`src/rtl/data_mem_lsu.sv`:
```
// Word-organised data memory with a load/store front end. It handles byte, half and word accesses with
// sign or zero extension. An access that crosses a word boundary is either split into two beats or flagged as an error.
module data_mem_lsu #(
    parameter int          DEPTH    = 32,
    parameter logic [31:0] INIT0    = 32'd7,
    parameter logic [31:0] INIT1    = 32'd12,
    parameter bit          SPLIT_EN = 1'b1,
    localparam int         AW       = $clog2(DEPTH) + 2
) (
    input  logic          clk_i,
    input  logic          rst_i,
    input  logic          req_i,
    input  logic          we_i,
    input  logic [AW-1:0] addr_i,
    input  logic [1:0]    size_i,
    input  logic          unsigned_i,
    input  logic [31:0]   wdata_i,
    output logic          ready_o,
    output logic          valid_o,
    output logic [31:0]   rdata_o,
    output logic          err_o
);

    localparam int IW = AW - 2;

    typedef enum logic {
        S_IDLE,
        S_SECOND
    } state_t;

    state_t r_state;
    state_t w_state_next;

    logic [31:0]   r_mem [DEPTH];
    logic [IW-1:0] r_idx;
    logic [1:0]    r_off;
    logic [1:0]    r_size;
    logic          r_uns;
    logic          r_we;
    logic [3:0]    r_be_hi;
    logic [31:0]   r_wd_hi;
    logic [31:0]   r_lo;
    logic          r_valid;
    logic          r_err;
    logic [31:0]   r_rdata;

    logic [1:0]    w_off;
    logic [IW-1:0] w_idx;
    logic [IW-1:0] w_idx_hi;
    logic          w_accept;
    logic          w_cross;
    logic          w_err;
    logic          w_split;
    logic [3:0]    w_mask;
    logic [7:0]    w_be;
    logic [63:0]   w_wd;

    // Shift the two-word window {hi, lo} down to the addressed byte, then extend to 32 bits.
    function automatic logic [31:0] f_extract(input logic [63:0] pair, input logic [1:0] off,
                                              input logic [1:0] size, input logic uns);
        logic [63:0] sh;
        sh = pair >> {off, 3'b000};
        case (size)
            2'b00:   f_extract = {{24{~uns & sh[7]}}, sh[7:0]};
            2'b01:   f_extract = {{16{~uns & sh[15]}}, sh[15:0]};
            default: f_extract = sh[31:0];
        endcase
    endfunction

    assign w_off    = addr_i[1:0];
    assign w_idx    = addr_i[AW-1:2];
    assign w_idx_hi = r_idx + IW'(1);
    assign w_accept = req_i && (r_state == S_IDLE);
    assign w_cross  = ((size_i == 2'b01) && (w_off == 2'b11)) ||
                      ((size_i == 2'b10) && (w_off != 2'b00));
    assign w_err    = (size_i == 2'b11) || (w_cross && !SPLIT_EN);
    assign w_split  = w_cross && SPLIT_EN && (size_i != 2'b11);

    // Byte enables and data over an 8-lane window: the low nibble belongs to word W, the high nibble to W+1.
    always_comb begin
        case (size_i)
            2'b00:   w_mask = 4'b0001;
            2'b01:   w_mask = 4'b0011;
            default: w_mask = 4'b1111;
        endcase
        w_be = {4'b0000, w_mask} << w_off;
        w_wd = {32'b0, wdata_i} << {w_off, 3'b000};
    end

    always_ff @(posedge clk_i) begin
        if (rst_i) r_state <= S_IDLE;
        else       r_state <= w_state_next;
    end

    // NOTE: every output of an always_comb gets a default first, so no path can leave it unassigned and infer a latch.
    always_comb begin
        w_state_next = r_state;
        case (r_state)
            S_IDLE:   if (w_accept && !w_err && w_split) w_state_next = S_SECOND;
            S_SECOND: w_state_next = S_IDLE;
            default:  w_state_next = S_IDLE;
        endcase
    end

    // NOTE: the memory is inside the reset branch because reset must restore the INIT words and clear the rest.
    always_ff @(posedge clk_i) begin
        if (rst_i) begin
            for (int i = 0; i < DEPTH; i++)
                r_mem[i] <= (i == 0) ? INIT0 : (i == 1) ? INIT1 : 32'd0;
            r_idx   <= '0;
            r_off   <= '0;
            r_size  <= '0;
            r_uns   <= 1'b0;
            r_we    <= 1'b0;
            r_be_hi <= '0;
            r_wd_hi <= '0;
            r_lo    <= '0;
            r_valid <= 1'b0;
            r_err   <= 1'b0;
            r_rdata <= '0;
        end else begin
            r_valid <= 1'b0;
            r_err   <= 1'b0;
            r_rdata <= '0;
            if (w_accept) begin
                if (w_err) begin
                    r_valid <= 1'b1;
                    r_err   <= 1'b1;
                end else begin
                    if (we_i) begin
                        for (int b = 0; b < 4; b++)
                            if (w_be[b]) r_mem[w_idx][8*b +: 8] <= w_wd[8*b +: 8];
                    end
                    if (w_split) begin
                        r_idx   <= w_idx;
                        r_off   <= w_off;
                        r_size  <= size_i;
                        r_uns   <= unsigned_i;
                        r_we    <= we_i;
                        r_be_hi <= w_be[7:4];
                        r_wd_hi <= w_wd[63:32];
                        r_lo    <= r_mem[w_idx];
                    end else begin
                        r_valid <= 1'b1;
                        r_rdata <= we_i ? 32'd0
                                        : f_extract({32'd0, r_mem[w_idx]}, w_off, size_i, unsigned_i);
                    end
                end
            end else if (r_state == S_SECOND) begin
                if (r_we) begin
                    for (int b = 0; b < 4; b++)
                        if (r_be_hi[b]) r_mem[w_idx_hi][8*b +: 8] <= r_wd_hi[8*b +: 8];
                end
                r_valid <= 1'b1;
                r_rdata <= r_we ? 32'd0
                                : f_extract({r_mem[w_idx_hi], r_lo}, r_off, r_size, r_uns);
            end
        end
    end

    assign ready_o = (r_state == S_IDLE);
    assign valid_o = r_valid;
    assign err_o   = r_err;
    assign rdata_o = r_rdata;

endmodule

```
`config.mk`:
```
export PLATFORM = sky130hd
export DESIGN_NAME = data_mem_lsu
export DESIGN_NICKNAME = d
export VERILOG_FILES = /design/src/rtl/data_mem_lsu.sv
export SDC_FILE = /design/constraint.sdc
export NUM_CORES = 2
export LEC_CHECK = 0
export ABC_AREA = 1
export BUFFER_PORTS_ARGS = -buffer_cell sky130_fd_sc_hd__buf_2
export CAP_MARGIN = 10
export CORE_ASPECT_RATIO = 1.75
export CORE_MARGIN = 2
export CORE_UTILIZATION = 55
export CTS_CLUSTER_DIAMETER = 100
export DETAILED_ROUTE_END_ITERATION = 10
export GPL_TIMING_DRIVEN = 0
export PLACE_DENSITY = 0.71
export SYNTH_ARGS = -nofsm -noshare
export SYNTH_HDL_FRONTEND = slang
export SYNTH_SLANG_ARGS = --single-unit
```
`constraint.sdc`:
```
create_clock -name clk_i -period 3.5 [get_ports clk_i]
set_input_delay 0.35 -clock clk_i [delete_from_list [all_inputs] [get_ports clk_i]]
set_output_delay 0.35 -clock clk_i [all_outputs]
set_load 0.1 [all_outputs]
```
==> results of run 1 <==
[per-layer routing]
metal | GRT usage | overflow
met5 | 0.424 | 3
met4 | 0.845 | 730
met3 | 0.685 | 34
met2 | 0.958 | 1006
met1 | 0.800 | 17
[logic make-up after synthesis]
logic type,Yosys count
AND/OR/NAND/NOR,4947
AO/OA/AOI/OAI,703
buffers and inverters,734
multiplexers,9
adder cells (fa/ha/maj),1
XOR/XNOR,3
flip-flops,1129
[per-stage QoR]
| stage | area (um^2) | setup TNS, ns | utilization | setup WS, ns |
|---|---|---|---|---|
| floorplan | 60700 | 0 | - | 0.853 |
| detailed placement | 63300 | -948.49 | 0.577 | -1.54 |
| global placement | 63000 | -931.90 | 0.573 | -1.58 |
| CTS | 68400 | -0.0132 | 0.623 | -0.0132 |
[what timing repair did]
item                                     CTS
endpoints found under the setup margin  1866
gates resized for setup                  294
hold endpoints to repair                  22
setup buffers                             43
pin swaps                                 22
hold buffers                              13
==> results.toml, run 1 <==
[logic_synthesis]
synth-simple-area-share = 0.339
synth_xor_xnor_area_share = 0.000556
yosysTopAreaCell = "edfxtp_1"
synth_fa_ha_area_frac = 0.000206
yosys_warnings = 0
synth.most_common_cell = "nand2_1"
syn-cell-area_um2 = 60700
synth_top_family_by_area = "simple AND/OR/NAND/NOR gates"
synth_nets = 7573
syn-instance-count = 7526
ys.flop_type = "edfxtp_1"
ys_seq_elements = 1129
ys_seq_area_frac = 0.541
synthMuxAreaShare = 0.00148
synth_common_cells = "2274 x nand2_1, 1281 x nand3_1, 1264 x nor2_1"
synthArstFlopShare = 0
synth_top_area_frac = 0.506
avgSynthCellArea_um2 = 8.07
synth.distinct_cells = 44
synth.top_cells.by_area = "edfxtp_1 51%, nand2_1 14%, nand3_1 11%"
synth_edf_count = 1024
synth_compound_area_frac = 0.0637

[floorplanning]
io-pin-count = 81
die_h_um = 444
die_w_um = 255
num_rows = 161
start_util = 0.553

[grt]
grt.overflow.total = 1790
grt_pass1_wl_um = 668000
track_usage = 0.817
grt_max_degree = 20
grt_pass1_vias = 74400

[placed_design]
io_buffers = 74
hpwl_um = 281000
place_congestion = 1.22
placed_cells = 9095

[status]
tool.error = "[ERROR GRT-0116] Global routing finished with congestion. Check the congestion regions in the DRC Viewer."
lastStage = "global routing (5_1_grt)"
run_status = "did not finish"

[cts]
cts.sinks = 1129
clock_path_buffers = 3
root_buffer = "clkbuf_16"
numCtsBuffers = 102
htreeDepth = 3
==> run 2, diff against run 1 <==
Settings changed: CORE_ASPECT_RATIO 1.75 to not set, CORE_UTILIZATION 55 to 40, CTS_CLUSTER_DIAMETER 100 to not set, PLACE_DENSITY 0.71 to not set, PLACE_DENSITY_LB_ADDON set to 0.15.
==> results.toml, run 2 <==
[cts]
cts.sinks = 1129
cts_tree = "done"
htreeDepth = 4
root_buffer = "clkbuf_16"
clock_path_buffers = 3
numCtsBuffers = 136
clkSlewWorstSetupHoldPaths_ns = 0.06
clk-insertion-delay-late_ns = 0.83

[sta]
setup_viol = 174
rsz0062_at_grt = "yes"
setup-tns-final_ns = -9.24
worst_slack_ns = -0.315
fin_skew_ns = 0.0248
fmax_mhz = 262
slew_violations = 0
tightest_slew_ns = 1.50
slew_headroom = 0.00226
fin_crit_ns = 3.81
period_share = 1.09
hold_viol_final = 0
hold_ws_ns = 0.0509

[logic_synthesis]
synth.distinct_cells = 44
synth.most_common_cell = "nand2_1"
yosysTopAreaCell = "edfxtp_1"
synth.top_cells.by_area = "edfxtp_1 51%, nand2_1 14%, nand3_1 11%"
synthArstFlopShare = 0
synth_top_area_frac = 0.506
syn-cell-area_um2 = 60700
syn-instance-count = 7526
ys_seq_elements = 1129
avgSynthCellArea_um2 = 8.07
yosys_warnings = 0
synth_nets = 7573
ys_seq_area_frac = 0.541
synth_common_cells = "2274 x nand2_1, 1281 x nand3_1, 1264 x nor2_1"
synth_edf_count = 1024
ys.flop_type = "edfxtp_1"

[placed_design]
placed_cell_area_um2 = 64000
hpwl_um = 287000
pre_cts_ws_ns = -1.75
place_congestion = 1.10
io_buffers = 74

[drt]
drt_wl_total_um = 397000
drtPass1Iterations = 8
wl_per_cell_um = 39.7
via_count = 65000
wl_met3_um = 59500
dr_wl_met2_um = 159000
ant_nets = 0
drc = 0
viasPerCell = 6.49
wl_met1_um = 140000
top_layer = "met5"
drtIter0Drc = 13300

[worst_setup_path]
crit_type = "input pin to flip-flop"
path_buf_inv = 5
crit_arrival_ns = 4.51
rrSetupSlack_ns = -0.25
cp.required_ns = 4.20
crit_path_top_delay_cell = "clkbuf_1"
cp_top_family = "buffers and inverters"
start_kind = "input pin"
path_cells = "buf_6 -> buf_4 -> buf_4 -> buf_4 -> clkbuf_1 -> nor2_1 -> o211ai_1 -> nand3_1 -> nand3_1 -> nand3_1 -> o211ai_1 -> nand2_1 -> a21oi_1"
worstSetupEndpointType = "flip-flop"
cp_slowest_stage_delay_ns = 1.03
critPathMaxFanout = 10

[cells_and_area]
final_common_cell = "nand2_1"
nets = 7887
num-fill-cells = 15200
syn_to_final_growth_pct = 16.1
final_layout_size_suffix_gt1_frac = 0.126
largest_reg_flops = 1024
design_area_um2 = 70500
top_register = "r_mem"
most-common-layout-cells = "2154 x nand2_1, 1274 x nand3_1, 1257 x nor2_1"
final_core_util = 0.466

[status]
run_status = "finished, violations left"
violations = "max-capacitance violations, negative setup slack"

[grt]
track_usage = 0.495
grt.overflow.total = 0
grt_pass1_wl_um = 517000
grt_max_degree = 17
grt_pass1_vias = 58300
antenna_found_initial = 25

[floorplanning]
die_area_um2 = 155000
die_w_um = 394
die_h_um = 394
start_util = 0.401
io-pin-count = 81
coreArea_um2 = 151000
num_rows = 143

[power_and_ir_drop]
power_density_nw_per_um2 = 516
leakage_nw = 27.3
vdd_drop_max_uv = 497

[run]
cap_violations = 1

[hold_path]
hold_path_class = "input pin to flip-flop"
-- run 2: repair_timing --
action	in CTS	in global routing
hold buffers	16	0
pin swaps	22	6
resized for setup	283	113
hold endpoints to repair	25	0
setup buffers	52	9
gates cloned	0	0
setup endpoints to repair	1716	807
-- run 2: kinds of logic after synthesis --
group	Yosys count	share of synthesized area
AND/OR/NAND/NOR	4947	0.339
flip-flops	1129	0.541
buffers and inverters	734	0.0540
AO/OA/AOI/OAI	703	0.0637
multiplexers	9	0.00148
XOR/XNOR	3	0.000556
adder cells (fa/ha/maj)	1	0.000206
-- run 2: final cells by class --
| cell class | instances | area [um^2] | share of cell area |
|---|---|---|---|
| diodes | 26 | 65.1 | 0.000923 |
| flip-flops and latches | 1129 | 32900 | 0.466 |
| repair buffers | 176 | 1660 | 0.0236 |
| plain buffers | 581 | 3090 | 0.0438 |
| well taps | 2030 | 2540 | 0.0360 |
| inverters | 153 | 574 | 0.00814 |
| multi-input cells | 5663 | 25200 | 0.357 |
| clock inverters | 82 | 995 | 0.0141 |
| clock buffers | 162 | 3540 | 0.0502 |
-- run 2: power by group --
group / internal [mW] / total [mW] / switching (mW) / leakage, nW
combinational: 1.19 / 6.08 / 4.89 / 13.6
clock: 8.39 / 14.9 / 6.51 / 2.18
sequential: 15.1 / 15.4 / 0.292 / 11.5
total: 24.7 / 36.4 / 11.7 / 27.3
-- run 2: worst reg2reg max path, cell delays in order, from the launching register on --
cell and delay (ns):
dfxtp_1 0.34, ha_1 0.41, buf_2 0.39, buf_2 0.57, nand3_1 0.17, nand3_1 0.23
nand3_1 0.23, nand3_1 0.26, nand3_1 0.16, nand3_1 0.32, nand3_1 0.23, nand2_1 0.15
inv_1 0.05, nand2_1 0.05, a21oi_1 0.06
-- run 2: path summary, 6_finish.rpt --
kind                                           endpoint                     from  cells past startpoint
worst max-delay path              rdata_o[2]$_SDFF_PP0_                addr_i[2]                     13
worst min-delay path            r_wd_hi[7]$_SDFFE_PP0P_              wdata_i[15]                      5
worst max register to register   rdata_o[29]$_SDFF_PP0_    r_idx[1]$_SDFFE_PP0P_                     14
worst min register to register  r_wd_hi[8]$_SDFFE_PP0P_  r_wd_hi[8]$_SDFFE_PP0P_                      2
-- run 2: metal layers --
metal,vias to the layer above,global-route usage
li1,25900,-
met1,31300,0.615
met2,6168,0.694
met3,1528,0.183
met4,10,0.384
met5,-,0
-- run 2: through the flow --
stage               power (mW)  std cells
floorplan                 18.1       7526
detailed placement        21.1       9653
global placement          21.0       9630
global route              36.6       9980
finish                    36.4      10000
CTS                       35.7       9965
No activity file was read; power rests on OpenSTA's default activity.
